===== config.mk =====
export PLATFORM = sky130hd
export DESIGN_NAME = ex_muldiv_seq
export DESIGN_NICKNAME = d
export VERILOG_FILES = /design/src/rtl/muldiv_pkg.sv /design/src/rtl/muldiv_iter_dp.sv /design/src/rtl/ex_muldiv_seq.sv
export SDC_FILE = /design/constraint.sdc
export NUM_CORES = 1
export LEC_CHECK = 0
export CAP_MARGIN = 5
export CORE_AREA = 2 2 113 224
export DETAILED_ROUTE_END_ITERATION = 16
export DIE_AREA = 0 0 115 226
export HOLD_SLACK_MARGIN = 0.1
export PLACE_DENSITY = 0.86
export SLEW_MARGIN = 20
export SYNTH_ARGS = -nofsm -noshare
export SYNTH_HDL_FRONTEND = slang
export SYNTH_SLANG_ARGS = --single-unit

===== constraint.sdc =====
create_clock -name clk -period 5.69 [get_ports clk]
set_input_delay 1.138 -clock clk [delete_from_list [all_inputs] [get_ports clk]]
set_output_delay 1.138 -clock clk [all_outputs]
set_load 0.02 [all_outputs]

===== src/rtl/muldiv_pkg.sv =====
// muldiv_pkg: shared constants, op encodings, FSM state type and op-decode
// helpers for the EX-stage iterative multiply/divide sequencer.
package muldiv_pkg;

  localparam int XLEN     = 32;
  localparam int TAG_W    = 5;
  localparam int ITER_CNT = 32;
  localparam int CNT_W    = $clog2(ITER_CNT);

  localparam logic [XLEN-1:0] DIV0_QUOT = 32'hFFFF_FFFF;
  localparam logic [XLEN-1:0] INT_MIN   = 32'h8000_0000;

  localparam logic [2:0] OP_MUL    = 3'd0;
  localparam logic [2:0] OP_MULH   = 3'd1;
  localparam logic [2:0] OP_MULHSU = 3'd2;
  localparam logic [2:0] OP_MULHU  = 3'd3;
  localparam logic [2:0] OP_DIV    = 3'd4;
  localparam logic [2:0] OP_DIVU   = 3'd5;
  localparam logic [2:0] OP_REM    = 3'd6;
  localparam logic [2:0] OP_REMU   = 3'd7;

  typedef enum logic [1:0] {
    ST_IDLE = 2'd0,
    ST_RUN  = 2'd1,
    ST_FIX  = 2'd2,
    ST_DONE = 2'd3
  } state_t;

  function automatic logic op_is_div(input logic [2:0] op);
    return op[2];
  endfunction

  // rs1 is treated as signed by MULH, MULHSU, DIV, REM.
  function automatic logic op_a_signed(input logic [2:0] op);
    return (op == OP_MULH) || (op == OP_MULHSU) || (op == OP_DIV) || (op == OP_REM);
  endfunction

  // rs2 is treated as signed by MULH, DIV, REM.
  function automatic logic op_b_signed(input logic [2:0] op);
    return (op == OP_MULH) || (op == OP_DIV) || (op == OP_REM);
  endfunction

endpackage


===== src/rtl/muldiv_iter_dp.sv =====
// muldiv_iter_dp: one radix-2 step per cycle on unsigned magnitudes.
//   Multiply: shift-add, accumulator {hi,lo} starts as {0, a}; after XLEN
//             steps it holds the full 2*XLEN product a*b.
//   Divide:   restoring, accumulator {rem,quot} starts as {0, a}; after
//             XLEN steps hi = remainder, lo = quotient of a/b.
// Ports:
//   clk, reset_n  clock, async active-low reset
//   i_load        load magnitudes i_a/i_b, clear high half
//   i_step        perform one iteration
//   i_is_div      select divide step (else multiply step)
//   i_a, i_b      operand magnitudes
//   o_acc         accumulator (product, or {remainder, quotient})
module muldiv_iter_dp
  import muldiv_pkg::*;
#(
  parameter int DW = XLEN
) (
  input  logic            clk,
  input  logic            reset_n,
  input  logic            i_load,
  input  logic            i_step,
  input  logic            i_is_div,
  input  logic [DW-1:0]   i_a,
  input  logic [DW-1:0]   i_b,
  output logic [2*DW-1:0] o_acc
);

  logic [2*DW-1:0] r_acc;
  logic [DW-1:0]   r_b;
  logic [DW:0]     w_sum;
  logic [DW:0]     w_trial;
  logic [2*DW-1:0] w_next;

  always_comb begin
    // Multiply: conditionally add multiplicand to high half, then shift the
    // 65-bit {carry, hi, lo} right by one.
    w_sum   = {1'b0, r_acc[2*DW-1:DW]} + (r_acc[0] ? {1'b0, r_b} : '0);
    // Divide: {rem, next dividend bit} minus divisor; borrow means restore.
    w_trial = r_acc[2*DW-1:DW-1] - {1'b0, r_b};
    w_next  = r_acc;
    if (i_is_div) begin
      if (!w_trial[DW])
        w_next = {w_trial[DW-1:0], r_acc[DW-2:0], 1'b1};
      else
        w_next = {r_acc[2*DW-2:0], 1'b0};
    end else begin
      w_next = {w_sum, r_acc[DW-1:1]};
    end
  end

  always_ff @(posedge clk or negedge reset_n) begin
    if (!reset_n) begin
      r_acc <= '0;
      r_b   <= '0;
    end else if (i_load) begin
      r_acc <= {{DW{1'b0}}, i_a};
      r_b   <= i_b;
    end else if (i_step) begin
      r_acc <= w_next;
    end
  end

  assign o_acc = r_acc;

endmodule


===== src/rtl/ex_muldiv_seq.sv =====
// ex_muldiv_seq: iterative RV32M multiply/divide sequencer beside the EX ALU.
// Accepts an M-op in IDLE, runs 32 radix-2 steps, applies sign correction,
// then presents result/rd_out with a one-cycle done pulse. Fixed latency:
// done in the 34th cycle after the accept cycle.
// Build option: define MULDIV_EARLY_OUT_EN to send divide-by-zero, signed
// overflow and multiply-by-zero straight from IDLE to FIX (done in cycle 2).
// Ports:
//   clk, reset_n  clock, async active-low reset
//   start         valid M-op in EX this cycle
//   op            0 MUL,1 MULH,2 MULHSU,3 MULHU,4 DIV,5 DIVU,6 REM,7 REMU
//   rs1, rs2      operands
//   rd_in         destination tag
//   flush         synchronous abort, wins over start
//   stall_req     hold IF/ID/EX
//   busy          state != IDLE
//   done          one-cycle result-valid pulse
//   result        registered result
//   rd_out        registered destination tag
module ex_muldiv_seq
  import muldiv_pkg::*;
#(
  parameter int XLEN  = muldiv_pkg::XLEN,
  parameter int TAG_W = muldiv_pkg::TAG_W
) (
  input  logic             clk,
  input  logic             reset_n,
  input  logic             start,
  input  logic [2:0]       op,
  input  logic [XLEN-1:0]  rs1,
  input  logic [XLEN-1:0]  rs2,
  input  logic [TAG_W-1:0] rd_in,
  input  logic             flush,
  output logic             stall_req,
  output logic             busy,
  output logic             done,
  output logic [XLEN-1:0]  result,
  output logic [TAG_W-1:0] rd_out
);

  localparam logic [CNT_W-1:0] CNT_LAST = CNT_W'(ITER_CNT - 1);

  state_t r_state, w_next;

  logic [CNT_W-1:0] r_cnt;
  logic [2:0]       r_op;
  logic [TAG_W-1:0] r_rd;
  logic [XLEN-1:0]  r_rs1;
  logic             r_neg_q;
  logic             r_neg_r;
  logic             r_div0;
  logic             r_ovf;
  logic             r_mzero;
  logic [XLEN-1:0]  r_result;
  logic [TAG_W-1:0] r_rd_out;
  logic             r_done;

  logic             w_load, w_step, w_fix;
  logic             w_is_div, w_sa, w_sb;
  logic [XLEN-1:0]  w_abs_a, w_abs_b;
  logic             w_div0, w_ovf, w_mzero;
  logic [2*XLEN-1:0] w_acc, w_prod;
  logic [XLEN-1:0]  w_quot, w_rem, w_fix_res;

  // Operand decode in the accept cycle.
  always_comb begin
    w_is_div = op_is_div(op);
    w_sa     = op_a_signed(op) & rs1[XLEN-1];
    w_sb     = op_b_signed(op) & rs2[XLEN-1];
    w_abs_a  = w_sa ? -rs1 : rs1;
    w_abs_b  = w_sb ? -rs2 : rs2;
    w_div0   = w_is_div & (rs2 == '0);
    w_ovf    = w_is_div & op_b_signed(op) & (rs1 == INT_MIN) & (rs2 == '1);
    w_mzero  = !w_is_div & ((rs1 == '0) | (rs2 == '0));
  end

  always_comb begin
    w_next = r_state;
    w_load = 1'b0;
    w_step = 1'b0;
    w_fix  = 1'b0;
    if (flush) begin
      w_next = ST_IDLE;
    end else begin
      case (r_state)
        ST_IDLE: begin
          if (start) begin
            w_load = 1'b1;
`ifdef MULDIV_EARLY_OUT_EN
            w_next = (w_div0 | w_ovf | w_mzero) ? ST_FIX : ST_RUN;
`else
            w_next = ST_RUN;
`endif
          end
        end
        ST_RUN: begin
          w_step = 1'b1;
          if (r_cnt == CNT_LAST) w_next = ST_FIX;
        end
        ST_FIX: begin
          w_fix  = 1'b1;
          w_next = ST_DONE;
        end
        ST_DONE: w_next = ST_IDLE;
        default: w_next = ST_IDLE;
      endcase
    end
  end

  always_ff @(posedge clk or negedge reset_n) begin
    if (!reset_n) begin
      r_state  <= ST_IDLE;
      r_cnt    <= '0;
      r_op     <= '0;
      r_rd     <= '0;
      r_rs1    <= '0;
      r_neg_q  <= 1'b0;
      r_neg_r  <= 1'b0;
      r_div0   <= 1'b0;
      r_ovf    <= 1'b0;
      r_mzero  <= 1'b0;
      r_result <= '0;
      r_rd_out <= '0;
      r_done   <= 1'b0;
    end else begin
      r_state <= w_next;
      r_done  <= w_fix;
      if (w_load) begin
        r_cnt   <= '0;
        r_op    <= op;
        r_rd    <= rd_in;
        r_rs1   <= rs1;
        r_neg_q <= w_sa ^ w_sb;
        r_neg_r <= w_sa;
        r_div0  <= w_div0;
        r_ovf   <= w_ovf;
        r_mzero <= w_mzero;
      end else if (w_step) begin
        r_cnt <= r_cnt + CNT_W'(1);
      end
      if (w_fix) begin
        r_result <= w_fix_res;
        r_rd_out <= r_rd;
      end
    end
  end

  muldiv_iter_dp #(.DW(XLEN)) u_dp (
    .clk      (clk),
    .reset_n  (reset_n),
    .i_load   (w_load),
    .i_step   (w_step),
    .i_is_div (op_is_div(r_op)),
    .i_a      (w_abs_a),
    .i_b      (w_abs_b),
    .o_acc    (w_acc)
  );

  // Special cases are resolved here explicitly so the early-out path, which
  // never ran the datapath, yields the same values as the full iteration.
  always_comb begin
    w_prod = r_neg_q ? -w_acc : w_acc;
    w_quot = r_neg_q ? -w_acc[XLEN-1:0] : w_acc[XLEN-1:0];
    w_rem  = r_neg_r ? -w_acc[2*XLEN-1:XLEN] : w_acc[2*XLEN-1:XLEN];
    if (r_div0) begin
      w_quot = DIV0_QUOT;
      w_rem  = r_rs1;
    end else if (r_ovf) begin
      w_quot = INT_MIN;
      w_rem  = '0;
    end
    case (r_op)
      OP_MUL:                     w_fix_res = w_prod[XLEN-1:0];
      OP_MULH, OP_MULHSU, OP_MULHU: w_fix_res = w_prod[2*XLEN-1:XLEN];
      OP_DIV, OP_DIVU:            w_fix_res = w_quot;
      default:                    w_fix_res = w_rem;
    endcase
    if (r_mzero) w_fix_res = '0;
  end

  assign stall_req = ((r_state == ST_IDLE) & start & !flush) |
                     (r_state == ST_RUN) | (r_state == ST_FIX);
  assign busy      = (r_state != ST_IDLE);
  assign done      = r_done;
  assign result    = r_result;
  assign rd_out    = r_rd_out;

endmodule


==> qor.yml <==
status:
  status: "finished clean"
worst_setup_path:
  rr_startpoint: "u_dp.o_acc[0]$_DFFE_PN0P_"
  criticalPathCategory: "flip-flop to flip-flop"
  path_buf_inv: 2
  rrSetupSlack_ns: 1.0
  r2r_end: "u_dp.o_acc[60]$_DFFE_PN0P_"
  crit_path_cell_trace: "inv_1 > nor2_1 > ha_1 > a211oi_1 > nor4_1 > o21ai_0 > a211oi_1 > a2111oi_0 > buf_4 > o21ai_0 > a31oi_1 > mux2_2 > o21a_1 > a311oi_1"
  cp.arrival_ns: 5.07
  cp_max_fo: 20
  start_kind: "flip-flop"
  setup.worst_path.end_class: "flip-flop"
  critPathTopFamily: "compound AO/OA/AOI/OAI gates"
  worstPathRequired_ns: 6.06
  cp_slowest_stage_delay_ns: 0.58
  critPathSlowestCell: "inv_1"
  r2r_cells: 14
routing:
  wirelength_mm: 50.1
  ant_nets: 0
  drc_errors: 0
  wl_per_cell_um: 21.8
  vias: 15700
  drt_pass1_iterations: 7
  drt_iter0_drc: 1181
  via_per_inst: 6.83
global_route:
  grt_pass1_vias: 15800
  grt_max_degree: 104
  grt_pass1_wl_mm: 79.1
  antenna_found_initial: 0
  track_usage: 0.390
  grt-ovfl-total: 0
clock_tree:
  path_clk_slew_ns: 0.07
  cts_sinks: 186
  ctsHtreeMaxLevel: 4
  postCtsHoldBufs: 0
  cts_buffer_depth: 2
  cts_tree: "built"
  cts_root_buf: "clkbuf_16"
  clk_latency_ns: 0.47
  cts_resized: 0
  numCtsBuffers: 17
  post_cts_buffers: 0
cells_and_area:
  syn_to_final_growth_pct: 11.8
  final_cells: 2297
  mostFrequentLayoutCells: "nand2_1 (305), o21ai_0 (199), dfrtp_1 (184), a21oi_1 (131), xor2_1 (130)"
  layout_commonest_cell: "nand2_1"
  layout-drive-gt1-share: 0.0473
  antenna_cells: 0
  fin_util: 0.715
  fin_nets: 2146
power:
  p_sw_frac: 0.501
  internal-power_w: 0.00521
  power_frac_seq: 0.262
  netSwitchingPower_w: 0.00524
  p_clk_frac: 0.118
  cellLeakagePower_nw: 7.48
  power.density_nw_per_um2: 600
  comb_power_share: 0.620
  vdd_ir_drop_max_mv: 0.289
synthesis:
  synth-seq-cells: 186
  yosysUniqueCellTypes: 73
  yosys_warnings: 0
  seq_area_frac_synth: 0.299
  ys.flop_type: "dfrtp_1"
  avgSynthCellArea_um2: 7.90
  synth.net_count: 2121
  syn_area_um2: 15600
  async_flop_share: 1.00
  syn_inst: 1969
  synth-edff-count: 0
floorplanning:
  dieWidth_um: 115
  die-area_um2: 26000
  io_pins: 116
  die_h_um: 226
  core_um2: 24300
  core.rowCount: 81
  initial_core_util: 0.640
timing:
  setup_violations: 0
  hold_ws_ns: 0.472
  period_share: 0.825
  fin_setup_tns_ns: 0
  hold_violations: 0
  drv_slew: 0
  worst_slew_pin_slew_ns: 1.01
  fmax_mhz: 213
  worst_slack_ns: 0.997
  slew_headroom: 0.322
  fin_skew_ns: 0.0115
  rsz0062_at_grt: "no"
  layout_min_cycle_time_ns: 4.69
run:
  drv_cap: 0
min_path:
  min_to: "r_rd[3]$_DFFE_PN0P_"
  holdCritStartpoint: "r_rd[3]$_DFFE_PN0P_"
  hp-class: "flip-flop to flip-flop"
  hold_path_depth: 2
placement:
  gp_congestion: 1.03
  pre_cts_ws_ns: 1.12
  dp_hpwl_mm: 36.9
  dp.cells: 2265
  portBuffers: 115
## cell type report
cell class / count / area [µm²]
inverters: 63 / 236
clock buffers: 19 / 453
flip-flops and latches: 186 / 4660
clock inverters: 13 / 140
well taps: 290 / 363
repair buffers: 143 / 1370
fillers: 1931 / 6930
multi-input cells: 1583 / 10200
## metrics by stage
step / power, W / cell area [µm²]
after detailed placement: 0.00903 / 16800
after global routing: 0.0111 / 17400
final: 0.0104 / 17400
after global placement: 0.00886 / 16800
after CTS: 0.0103 / 17400
after floorplan: 0.00715 / 15600
## registers in the layout, indices dropped and copies added (netlist names)
name / cells
r_neg_r: 1
done: 1
r_cnt: 5
r_mzero: 1
r_ovf: 1
r_op: 3
r_rd: 5
r_neg_q: 1
r_rs1: 32
u_dp.o_acc: 64
rd_out: 5
u_dp.r_b: 32
result: 32
r_state: 2
r_div0: 1
## tightest hold or removal path: cells and delay by family, from the launching register on
family,cells,cell delay [ns]
and+or+nand+nor,2,0.10
DFF,1,0.34
## worst max-delay path by stage
stage | startpoint | end | cells past startpoint
after floorplan | u_dp.o_acc[0]$_DFFE_PN0P_ | u_dp.o_acc[60]$_DFFE_PN0P_ | 14
after global placement | u_dp.o_acc[0]$_DFFE_PN0P_ | u_dp.o_acc[60]$_DFFE_PN0P_ | 14
after detailed placement | rs1[3] | u_dp.o_acc[27]$_DFFE_PN0P_ | 10
after CTS | u_dp.o_acc[0]$_DFFE_PN0P_ | u_dp.o_acc[60]$_DFFE_PN0P_ | 14
after global routing | u_dp.o_acc[0]$_DFFE_PN0P_ | u_dp.o_acc[60]$_DFFE_PN0P_ | 14
final | u_dp.o_acc[0]$_DFFE_PN0P_ | u_dp.o_acc[60]$_DFFE_PN0P_ | 14
## per-layer routing
layer / GRT usage / wire length (µm)
met5: 0 / 0
met4: 0.328 / 4720
met3: 0.0800 / 3240
met2: 0.673 / 25400
met1: 0.392 / 16700
## power by group through the flow
stage               sequential, W  clock (W)  combinational, W
detailed placement        0.00270          0           0.00632
global placement          0.00268          0           0.00619
floorplan                 0.00246          0           0.00469
CTS                       0.00269    0.00124           0.00637
global route              0.00279    0.00129           0.00707
finish                    0.00274    0.00123           0.00647
## synth_stat cells, drive strengths merged, types with 9 or more instances
| cell type | number | share of area |
|---|---|---|
| a211oi | 18 | 0.0087 |
| a21o | 23 | 0.011 |
| a21oi | 131 | 0.042 |
| a22oi | 12 | 0.0058 |
| a31oi | 12 | 0.0048 |
| a32o | 22 | 0.014 |
| buf | 19 | 0.0054 |
| clkbuf | 118 | 0.028 |
| dfrtp | 186 | 0.30 |
| ha | 74 | 0.060 |
| inv | 63 | 0.015 |
| mux2 | 9 | 0.0065 |
| mux2i | 54 | 0.035 |
| nand2 | 306 | 0.074 |
| nand2b | 22 | 0.0088 |
| nand3 | 25 | 0.0080 |
| nand4 | 26 | 0.010 |
| nor2 | 126 | 0.031 |
| nor2b | 10 | 0.0040 |
| nor3 | 38 | 0.013 |
| nor4 | 12 | 0.0052 |
| o211ai | 39 | 0.019 |
| o21ai | 208 | 0.067 |
| o221ai | 28 | 0.016 |
| o31ai | 44 | 0.021 |
| o41ai | 14 | 0.0079 |
| or2 | 10 | 0.0040 |
| or3 | 23 | 0.010 |
| or4 | 11 | 0.0055 |
| xnor2 | 75 | 0.042 |
| xor2 | 131 | 0.074 |
## cells by family after synthesis
family / Yosys count / synth area share
adders and majority gates: 76 / 0.0621
buffers and inverters: 200 / 0.0491
xor gates and xnor gates: 206 / 0.116
AOI/OAI and AO/OA: 606 / 0.248
and+or+nand+nor: 632 / 0.184
DFF: 186 / 0.299
muxes: 63 / 0.0413
Power figures use the tool's default switching activity.
